<file path="src/rtl/asm_endereco_atual.sv">
// Playback-address controller: 22-bit sample address with play/pause, +/-10 s and +/-30 s seeks.
// Optional build macro ASM_ENDERECO_ATUAL_WRAP_EN: address wraps to 0 past the end instead of saturating.
module asm_endereco_atual (
    input  logic        clk,
    input  logic        reset,
    input  logic        passa_10s,
    input  logic        volta_10s,
    input  logic        passa_30s,
    input  logic        volta_30s,
    input  logic        count,
    output logic [21:0] endereco,
    output logic [5:0]  time_adder
);

    localparam logic [21:0] ADDR_MAX  = 22'h3FFFFF;
    localparam logic [21:0] DELTA_10S = 22'd655360;
    localparam logic [21:0] DELTA_30S = 22'd1966080;

    localparam logic [1:0] PAUSED  = 2'd0;
    localparam logic [1:0] PLAYING = 2'd1;
    localparam logic [1:0] AT_END  = 2'd2;

    logic [21:0] addr_q;
    logic [21:0] addr_d;
    logic [1:0]  state;

    // Button order matches seek priority: bit 3 wins.
    logic [3:0] btn;
    logic [3:0] btn_prev;
    logic [3:0] press;

    logic [22:0] sum_10;
    logic [22:0] sum_30;
    logic        fwd_10_ok;
    logic        fwd_30_ok;
    logic        back_10_ok;
    logic        back_30_ok;

    assign btn   = {passa_30s, volta_30s, passa_10s, volta_10s};
    assign press = btn & ~btn_prev;

    // State is a pure function of the play enable and where the address sits.
    always_comb begin
        state = PLAYING;
        if (!count) begin
            state = PAUSED;
        end
`ifndef ASM_ENDERECO_ATUAL_WRAP_EN
        else if (addr_q == ADDR_MAX) begin
            state = AT_END;
        end
`endif
    end

    // Forward bounds are evaluated one bit wider so they can never wrap.
    assign sum_10     = {1'b0, addr_q} + {1'b0, DELTA_10S};
    assign sum_30     = {1'b0, addr_q} + {1'b0, DELTA_30S};
    assign fwd_10_ok  = (sum_10 <= {1'b0, ADDR_MAX});
    assign fwd_30_ok  = (sum_30 <= {1'b0, ADDR_MAX});
    assign back_10_ok = (addr_q >= DELTA_10S);
    assign back_30_ok = (addr_q >= DELTA_30S);

    // A press cycle owns the address: out-of-range seeks leave it untouched, no increment.
    always_comb begin
        addr_d = addr_q;
        if (press[3]) begin
            if (fwd_30_ok) addr_d = sum_30[21:0];
        end else if (press[2]) begin
            if (back_30_ok) addr_d = addr_q - DELTA_30S;
        end else if (press[1]) begin
            if (fwd_10_ok) addr_d = sum_10[21:0];
        end else if (press[0]) begin
            if (back_10_ok) addr_d = addr_q - DELTA_10S;
        end else if (state == PLAYING) begin
            addr_d = addr_q + 22'd1;
        end
    end

    always_ff @(posedge clk or negedge reset) begin
        if (!reset) begin
            addr_q   <= '0;
            btn_prev <= '0;
        end else begin
            addr_q   <= addr_d;
            btn_prev <= btn;
        end
    end

    assign endereco   = addr_q;
    assign time_adder = addr_q[21:16];

endmodule

</file>
<file path="config.mk">
export PLATFORM = sky130hd
export DESIGN_NAME = asm_endereco_atual
export DESIGN_NICKNAME = d
export VERILOG_FILES = /design/src/rtl/asm_endereco_atual.sv
export SDC_FILE = /design/constraint.sdc
export NUM_CORES = 1
export LEC_CHECK = 0
export CAP_MARGIN = 20
export CORE_UTILIZATION = 45
export CTS_CLUSTER_DIAMETER = 100
export CTS_CLUSTER_SIZE = 25
export DETAILED_ROUTE_END_ITERATION = 6
export GPL_TIMING_DRIVEN = 1
export MAX_ROUTING_LAYER = met4
export PLACE_DENSITY_LB_ADDON = 0.05
export RECOVER_POWER = 50
export SLEW_MARGIN = 25
export SYNTH_ARGS = -nofsm -noshare
export SYNTH_HDL_FRONTEND = slang
export SYNTH_SLANG_ARGS = --single-unit
</file>
<file path="constraint.sdc">
create_clock -name clk -period 4.19 [get_ports clk]
set_clock_uncertainty 0.1 [all_clocks]
set_input_delay 0.838 -clock clk [delete_from_list [all_inputs] [get_ports clk]]
set_output_delay 0.838 -clock clk [all_outputs]
set_load 0.005 [all_outputs]
</file>
==> results_dict.tcl <==
set metrics [dict create \
    status "completed" \
    synth_top_flop_cell "dfrtp_1" \
    place_congestion 0.9320 \
    tightest_slew_ns 1.425 \
    hold_depth 1 \
    p_seq_share_pct 40.1 \
    finalNetCount 256 \
    crit_required_ns 4.25 \
    antenna_found_initial 0 \
    n_fill_cell 378 \
    dp_cells 289 \
    grt.overflow.total 0 \
    layout-drive-gt1-share_pct 7.407 \
    diodes 0 \
    synth_edf_count 0 \
    pwr-share-clk_pct 14.2 \
    cts_setup_buffers 0 \
    seq_area_frac_synth_pct 34.03 \
    synth_common_cells "dfrtp_1 (26), nand2_1 (26), nor2_1 (15)" \
    hold_viol_final 0 \
    synth_top_area_cell "dfrtp_1" \
    use_met1_pct 33.54 \
    synth.ff_latch_count 26 \
    clock_latency_ns 0.27 \
    finalSetupViolations 0 \
    fmax_ghz 0.3360 \
    drtAntennaViolNets 0 \
    synth.distinct_cells 53 \
    top_usage_layer "met2" \
    min_period_ns 2.976 \
    avgSynthCellArea_sq_um 8.612 \
    grt_pass1_wl_microns 8052 \
    synth_xor_area_share_pct 8.246 \
    critPathMaxFanout 8 \
    finalPower_mw 1.155 \
    drc 0 \
    reg2reg_depth 8 \
    portBuffers 34 \
    die_y_microns 67.18 \
    use_met3_pct 2.534 \
    synth_cells 222 \
    leakagePower_nw 0.9304 \
    ctsRootBufferMaster "clkbuf_8" \
    synthSimpleGateAreaFrac_pct 30.69 \
    vdd_drop_max_v 0.0002722 \
    synth_top_family_by_area "simple AND/OR/NAND/NOR gates" \
    rsz0062_at_grt "false" \
    avgRoutedWirePerCell_microns 16.23 \
    post_cts_resized 0 \
    clkTransAtPathRegs_ns 0.09 \
    cts_buffers 3 \
    finalWirelength_microns 4754 \
    routed_via_density 5.850 \
    grt_pass1_vias 1652 \
    slew_violations 0 \
    layout.cells.non_filler 293 \
    cp-end-kind "flip-flop" \
    netlist_area_sq_um 1912 \
    dr.pass1.iters 4 \
    core_sq_um 4029 \
    synthTopCellsByArea "dfrtp_1 (34%), nand2_1 (5.1%), xnor2_1 (5.0%)" \
    area_delta_synth_final_pct 19.24 \
    htreeDepth 1 \
    die_w_microns 67.18 \
    swShare_pct 42.86 \
    num_rows 23 \
    ys_async_sr_fraction_pct 100.0 \
    vias 1714 \
    critPathArrivalTime_ns 3.03 \
    synth_compound_area_share_pct 17.87 \
    crit_type "input port to flip-flop" \
    cts_tree "yes" \
    use_met2_pct 37.63 \
    start_kind "input port" \
    finalSetupTns_ns 0 \
    p_comb_share_pct 45.7 \
    ys_warn_count 0 \
    die-area_sq_um 4513 \
    drt_iter0_markers 265 \
    io_pins 35 \
    final.period_utilization_pct 71.03 \
    slew_headroom_pct 4.990 \
    synth-adder-area-share_pct 3.272 \
    p_switching_mw 0.4950 \
    synth.top_cell.area_share_pct 34.03 \
    cts.hold.buffers_added 0 \
    grt_max_degree 27 \
    hold_path.class "flip-flop to flip-flop" \
    p_int_mw 0.6600 \
    start_util_pct 47.45 \
    grt_use_total_pct 24.19 \
    maxCapViolCount 0 \
    dp_hpwl_microns 3396 \
    synthMuxAreaShare_pct 0 \
    cts_sinks 26 \
    syn_nets 234 \
    utilization_pct 56.58 \
    cts_buffer_depth 2 \
    power.density_nw_per_um2 506.7 \
]
-- cell usage in the layout, fill, tap and decap left out, types with 6 or more instances in the layout --
master           count
dfrtp_1             26
nor2_1              15
nand2b_1             6
xor2_1               7
nor3_1               8
nand4_1              9
clkdlybuf4s50_1     19
nor2b_1              6
xnor2_1             11
nand3_1              6
nand2_1             26
nor4_1               6
a21oi_1             11
o21ai_0              8
dlygate4sd3_1       15
-- stage by stage --
stage	hold WS [ns]	setup slack, ns	instance area (sq um)
floorplan	0.4039	1.742	1912
global placement	0.4165	1.165	2228
detailed placement	0.4095	1.116	2228
CTS	0.4299	1.391	2283
global route	0.4403	1.085	2280
finish	0.4220	1.214	2280
-- per-layer routing --
layer  part of all wire, %  wire length [microns]
met1                    45                   2151
met2                    48                   2270
met3                   5.8                    277
met4                   1.1                     54
met5                     0                      0
-- layout make-up --
cell class	instances	area [sq um]	area share, %
multi-input cells	173	1149	50.38
clock buffers	4	55.05	2.415
well taps	50	62.56	2.744
inverters	5	18.77	0.8233
flip-flops and latches	26	650.6	28.54
repair buffers	35	344.1	15.09
-- state kept, by name, indices dropped and copies added (netlist names) --
| name | flops |
|---|---|
| btn_prev | 4 |
| endereco | 22 |
-- power groups by stage --
stage	clock network, mW	logic (mW)	registers [mW]
after floorplan	0	0.412	0.376
after global placement	0	0.535	0.467
after detailed placement	0	0.526	0.464
after CTS	0.169	0.531	0.459
after global routing	0.181	0.587	0.478
final	0.164	0.528	0.463
-- critical path: stages --
cell	delay, ns
dlygate4sd3_1	0.56
nor2b_1	0.22
nor2_1	0.23
nand3_1	0.22
nor3_1	0.31
nand4_1	0.18
or2_2	0.34
xnor2_1	0.13
-- kinds of logic (layout without fill, tap and decap cells) --
| kind of cell | after synthesis | in the layout |
|---|---|---|
| simple gates | 102 | 102 |
| compound gates | 48 | 48 |
| flops | 26 | 26 |
| buf+inv | 23 | 44 |
| xor+xnor | 18 | 18 |
| fa+ha+maj | 5 | 5 |
-- worst paths after layout --
kind	startpoint	endpoint	slack, ns
worst min-delay path	endereco[15]$_DFFE_PN0P_	endereco[15]$_DFFE_PN0P_	0.42
min in group asynchronous	reset	endereco[20]$_DFFE_PN0P_	1.32
worst min register to register	endereco[15]$_DFFE_PN0P_	endereco[15]$_DFFE_PN0P_	0.42
max in group asynchronous	reset	btn_prev[1]$_DFF_PN0_	1.83
worst max register to register	endereco[17]$_DFFE_PN0P_	endereco[21]$_DFFE_PN0P_	1.37
worst max-delay path	volta_30s	endereco[9]$_DFFE_PN0P_	1.21
Power figures use the tool's default switching activity.
==> patch 1: new RTL, same flow settings <==
Add a define of `ASM_ENDERECO_ATUAL_WRAP_EN`.
--- a/src/rtl/asm_endereco_atual.sv
+++ b/src/rtl/asm_endereco_atual.sv
@@ -1,5 +1,7 @@
 // Playback-address controller: 22-bit sample address with play/pause, +/-10 s and +/-30 s seeks.
 // Optional build macro ASM_ENDERECO_ATUAL_WRAP_EN: address wraps to 0 past the end instead of saturating.
+`define ASM_ENDERECO_ATUAL_WRAP_EN
+
 module asm_endereco_atual (
     input  logic        clk,
     input  logic        reset,
Check against the original RTL: same outputs for any inputs over 10 cycles, from zero or initial values and one cycle with reset low; that may be too few to reach the edited logic, so the function may still have changed.
==> patch 1 against the unedited design <==
First-iteration DRC count down 51%; area after synthesis down 0.85%; highest routed layer unchanged; setup slack worse by 120 ps; maximum frequency down 4.0%; final area down 0.33%; largest power group unchanged; sequential cell count unchanged; synthesized cell count down 3.2%; total power up 8.6%; routed wire length down 5.9%.
==> patch 1: results <==
{
  "routedWlPerCell_um": 15.6,
  "leakage_uw": 0.000912,
  "power.internal_uw": 731,
  "largest_reg_flops": 22,
  "drive_gt1_frac": 0.0886,
  "groute.usage.overall": 0.237,
  "wl_met3_um": 208,
  "pre_cts_slack_ps": 886,
  "grt_antenna_before_repair": 0,
  "outcome": "complete, no violations",
  "finalNonFillerCells": 287,
  "synth_common_cells": "26 x dfrtp_1, 17 x nand2_1, 14 x a21oi_1, 14 x nor2_1, 14 x xnor2_1",
  "irDropWorstVdd_uv": 257,
  "routed.top_layer": "met4",
  "synth.distinct_cells": 52,
  "clk_latency_ps": 270,
  "wl_met1_mm": 2.26,
  "synth_area_per_cell_sq_um": 8.82,
  "synth_seq_area_share": 0.343,
  "grt_max_degree": 27,
  "max_slew.worst_pin.slew_ps": 1380,
  "layout.nets": 250,
  "slowest_delay_ps": 690,
  "wl_met2_mm": 1.92,
  "grt_pass1_vias": 1534,
  "gp_congestion": 0.991,
  "critPathMaxFanout": 10,
  "dp_hpwl_mm": 3.32,
  "grt_pass1_wl_mm": 7.69,
  "crit_slowest_cell": "nor2b_1",
  "dp_cells": 283,
  "num_vias": 1646,
  "first_iter_violations": 129,
  "finalMaxSlewViolations": 0
}
==> patch 1: layer usage <==
| metal | vias up | global-route usage |
|---|---|---|
| met2 | 56 | 0.323 |
| li1 | 807 | - |
| met5 | - | - |
| met1 | 775 | 0.348 |
| met3 | 8 | 0.0257 |
| met4 | 0 | 0.0984 |
==> patch 1: worst max-delay path: cells and delay by family <==
family,cells,cell delay (ps)
AND/OR/NAND/NOR,3,990
AO/OA/AOI/OAI,2,610
buffers and inverters,1,560
XOR/XNOR,1,140
==> patch 1: metrics by stage <==
stage	cell area, sq um	util
final	2270	0.564
after floorplan	1900	-
after detailed placement	2200	0.547
after CTS	2280	0.565
after global routing	2270	0.564
after global placement	2200	0.547
==> patch 1: cell families (layout without fill, tap and decap cells) <==
group / Yosys count / count (layout) / synth area share
muxes: 2 / 2 / 0.0112
DFF: 26 / 26 / 0.343
AOI/OAI and AO/OA: 46 / 46 / 0.157
adders and majority gates: 5 / 5 / 0.0330
buffers and inverters: 27 / 49 / 0.0733
and+or+nand+nor: 90 / 90 / 0.294
xor gates and xnor gates: 19 / 19 / 0.0878
==> patch 1: final cells by class <==
| cell class | instances | area (sq um) | area share |
|---|---|---|---|
| clock buffer | 3 | 41.3 | 0.0182 |
| timing repair buffer | 35 | 344 | 0.151 |
| multi-input combinational | 162 | 1110 | 0.487 |
| clock inverter | 1 | 30.0 | 0.0132 |
| tap | 50 | 62.6 | 0.0275 |
| inverter | 10 | 37.5 | 0.0165 |
| sequential | 26 | 651 | 0.286 |
==> patch 1: final timing paths <==
path,end,slack (ps),start,depth (start not counted)
max in group asynchronous,btn_prev[1]$_DFF_PN0_,1880,reset,2
max reg2reg,endereco[20]$_DFFE_PN0P_,1440,endereco[17]$_DFFE_PN0P_,8
min,endereco[14]$_DFFE_PN0P_,450,endereco[14]$_DFFE_PN0P_,1
min in group asynchronous,endereco[7]$_DFFE_PN0P_,1300,reset,2
min reg2reg,endereco[14]$_DFFE_PN0P_,450,endereco[14]$_DFFE_PN0P_,1
max,endereco[20]$_DFFE_PN0P_,1090,passa_30s,7
==> patch 1: power by group through the flow <==
| stage | clock network (uW) | registers (uW) | logic [uW] |
|---|---|---|---|
| 2_1_floorplan | 0 | 387 | 453 |
| 3_3_place_gp | 0 | 456 | 574 |
| 3_5_place_dp | 0 | 463 | 579 |
| 4_1_cts | 217 | 458 | 581 |
| 5_1_grt | 229 | 476 | 649 |
| 6_report | 210 | 461 | 583 |
==> patch 2: new RTL, same settings <==
Without the edit above. Register the output `time_adder`; this adds one clock of latency there. The other outputs are not delayed to match.
--- a/src/rtl/asm_endereco_atual.sv
+++ b/src/rtl/asm_endereco_atual.sv
@@ -87,7 +87,9 @@
     end
 
     assign endereco   = addr_q;
-    assign time_adder = addr_q[21:16];
+    always_ff @(posedge clk) begin
+        time_adder <= addr_q[21:16];
+    end
 
 endmodule
 
Function: changed (a bounded check fails within 4 cycles, from zero or initial values and one cycle with reset low).
==> patch 2 against the unedited design <==
Final area increased by 4.2%; hold slack got worse by 43 ps; total power increased by 18%; maximum frequency decreased by 16%; sequential share of layout area increased by 3.9 points; register-to-register slack got worse by 600 ps; critical path type unchanged; routed wire length increased by 6.0%; core utilization increased by 2.0 points; combinational power increased by 7.4%; sequential cell count increased by 6; largest power group unchanged; setup slack got worse by 580 ps; highest routed layer unchanged; area after synthesis increased by 0.72%.
==> patch 2: results <==
{
  "h-tree-depth": 2,
  "wl_met1_mm": 2.13,
  "synth.distinct_cells": 50,
  "place_area_sq_um": 2290,
  "irDropWorstVdd_uv": 319,
  "ctsHoldBuffers": 0,
  "grt_max_degree": 20,
  "drive_gt1_frac": 0.0615,
  "fillers": 362,
  "cts_buffer_depth": 2,
  "synthTopCellsByArea": "dfrtp_1 34%, xor2_1 6.8%, dfxtp_1 6.2%",
  "ff2ff_path_depth": 8,
  "gp_congestion": 0.907,
  "dp_hpwl_mm": 3.56,
  "synth_nets": 220,
  "grt_pass1_wl_mm": 7.87,
  "hold_class": "flop to flop",
  "wl_met2_mm": 2.39,
  "grt_antenna_before_repair": 0,
  "ys_warn_count": 0,
  "clk_pin_slew_ps": 80,
  "groute.usage.overall": 0.246,
  "synthCells": 208,
  "crit_slowest_cell": "or3_1",
  "arrival_ps": 3650,
  "numCtsBuffers": 5,
  "routedWlPerCell_um": 17.1,
  "first_iter_violations": 206,
  "leakage_uw": 0.000998,
  "synth_common_cells": "26 x dfrtp_1, 19 x nor2_1, 17 x nand2_1",
  "hold_path_depth": 0,
  "viasPerCell": 6.14,
  "synth_seq_area_share": 0.400,
  "async_flop_share": 0.813,
  "max_slew.worst_pin.slew_ps": 840,
  "slowest_delay_ps": 730,
  "grt_pass1_vias": 1634,
  "clk_latency_ps": 290,
  "layout.nets": 255,
  "outcome": "complete, no violations",
  "wl_met3_um": 328,
  "critPathMaxFanout": 17
}
## patch 2: final timing paths
| check | to | slack (ps) | from |
|---|---|---|---|
| max | endereco[5]$_DFFE_PN0P_ | 640 | passa_30s |
| min | time_adder[0]$_DFF_P_ | 380 | endereco[16]$_DFFE_PN0P_ |
| max reg2reg | endereco[5]$_DFFE_PN0P_ | 770 | endereco[17]$_DFFE_PN0P_ |
| min reg2reg | time_adder[0]$_DFF_P_ | 380 | endereco[16]$_DFFE_PN0P_ |
| max in group asynchronous | endereco[5]$_DFFE_PN0P_ | 1960 | reset |
| min in group asynchronous | endereco[17]$_DFFE_PN0P_ | 870 | reset |
## patch 2: layout make-up
type	instances	area, sq um	share of cell area
multi-input combinational	160	1070	0.452
sequential	32	771	0.324
timing repair buffer	35	344	0.145
clock buffer	8	90.1	0.0379
tap	50	62.6	0.0263
inverter	9	33.8	0.0142
## patch 2: per-layer routing
metal / vias up / global-route usage
met5: - / -
met4: 0 / 0.128
met2: 85 / 0.376
met3: 17 / 0.0524
met1: 881 / 0.304
li1: 823 / -
## patch 2: power breakdown
group / switching [uW] / internal, uW / total, uW
Clock: 115 / 134 / 249
Sequential: 156 / 390 / 546
Combinational: 274 / 293 / 567
## patch 2: per-stage QoR
stage,setup slack (ps),instances,hold slack (ps),utilization
4_1_cts,787,294,388,0.586
6_report,638,294,379,0.586
3_3_place_gp,630,286,376,0.564
3_5_place_dp,516,286,376,0.564
2_1_floorplan,1470,208,284,-
5_1_grt,558,294,424,0.586
## patch 2: critical path, delay by kind of cell
family / cells / cell delay [ps]
compound gates: 2 / 310
buf+inv: 1 / 560
xor+xnor: 1 / 200
simple gates: 4 / 1720
## patch 2: cells by family (layout without fill, tap and decap cells)
group,Yosys count,count (layout),share of synthesized area
and+or+nand+nor,95,95,0.274
AOI/OAI and AO/OA,41,41,0.162
DFF,32,32,0.400
xor gates and xnor gates,18,18,0.0819
buffers and inverters,16,52,0.0416
adders and majority gates,5,5,0.0325
muxes,1,1,0.00779
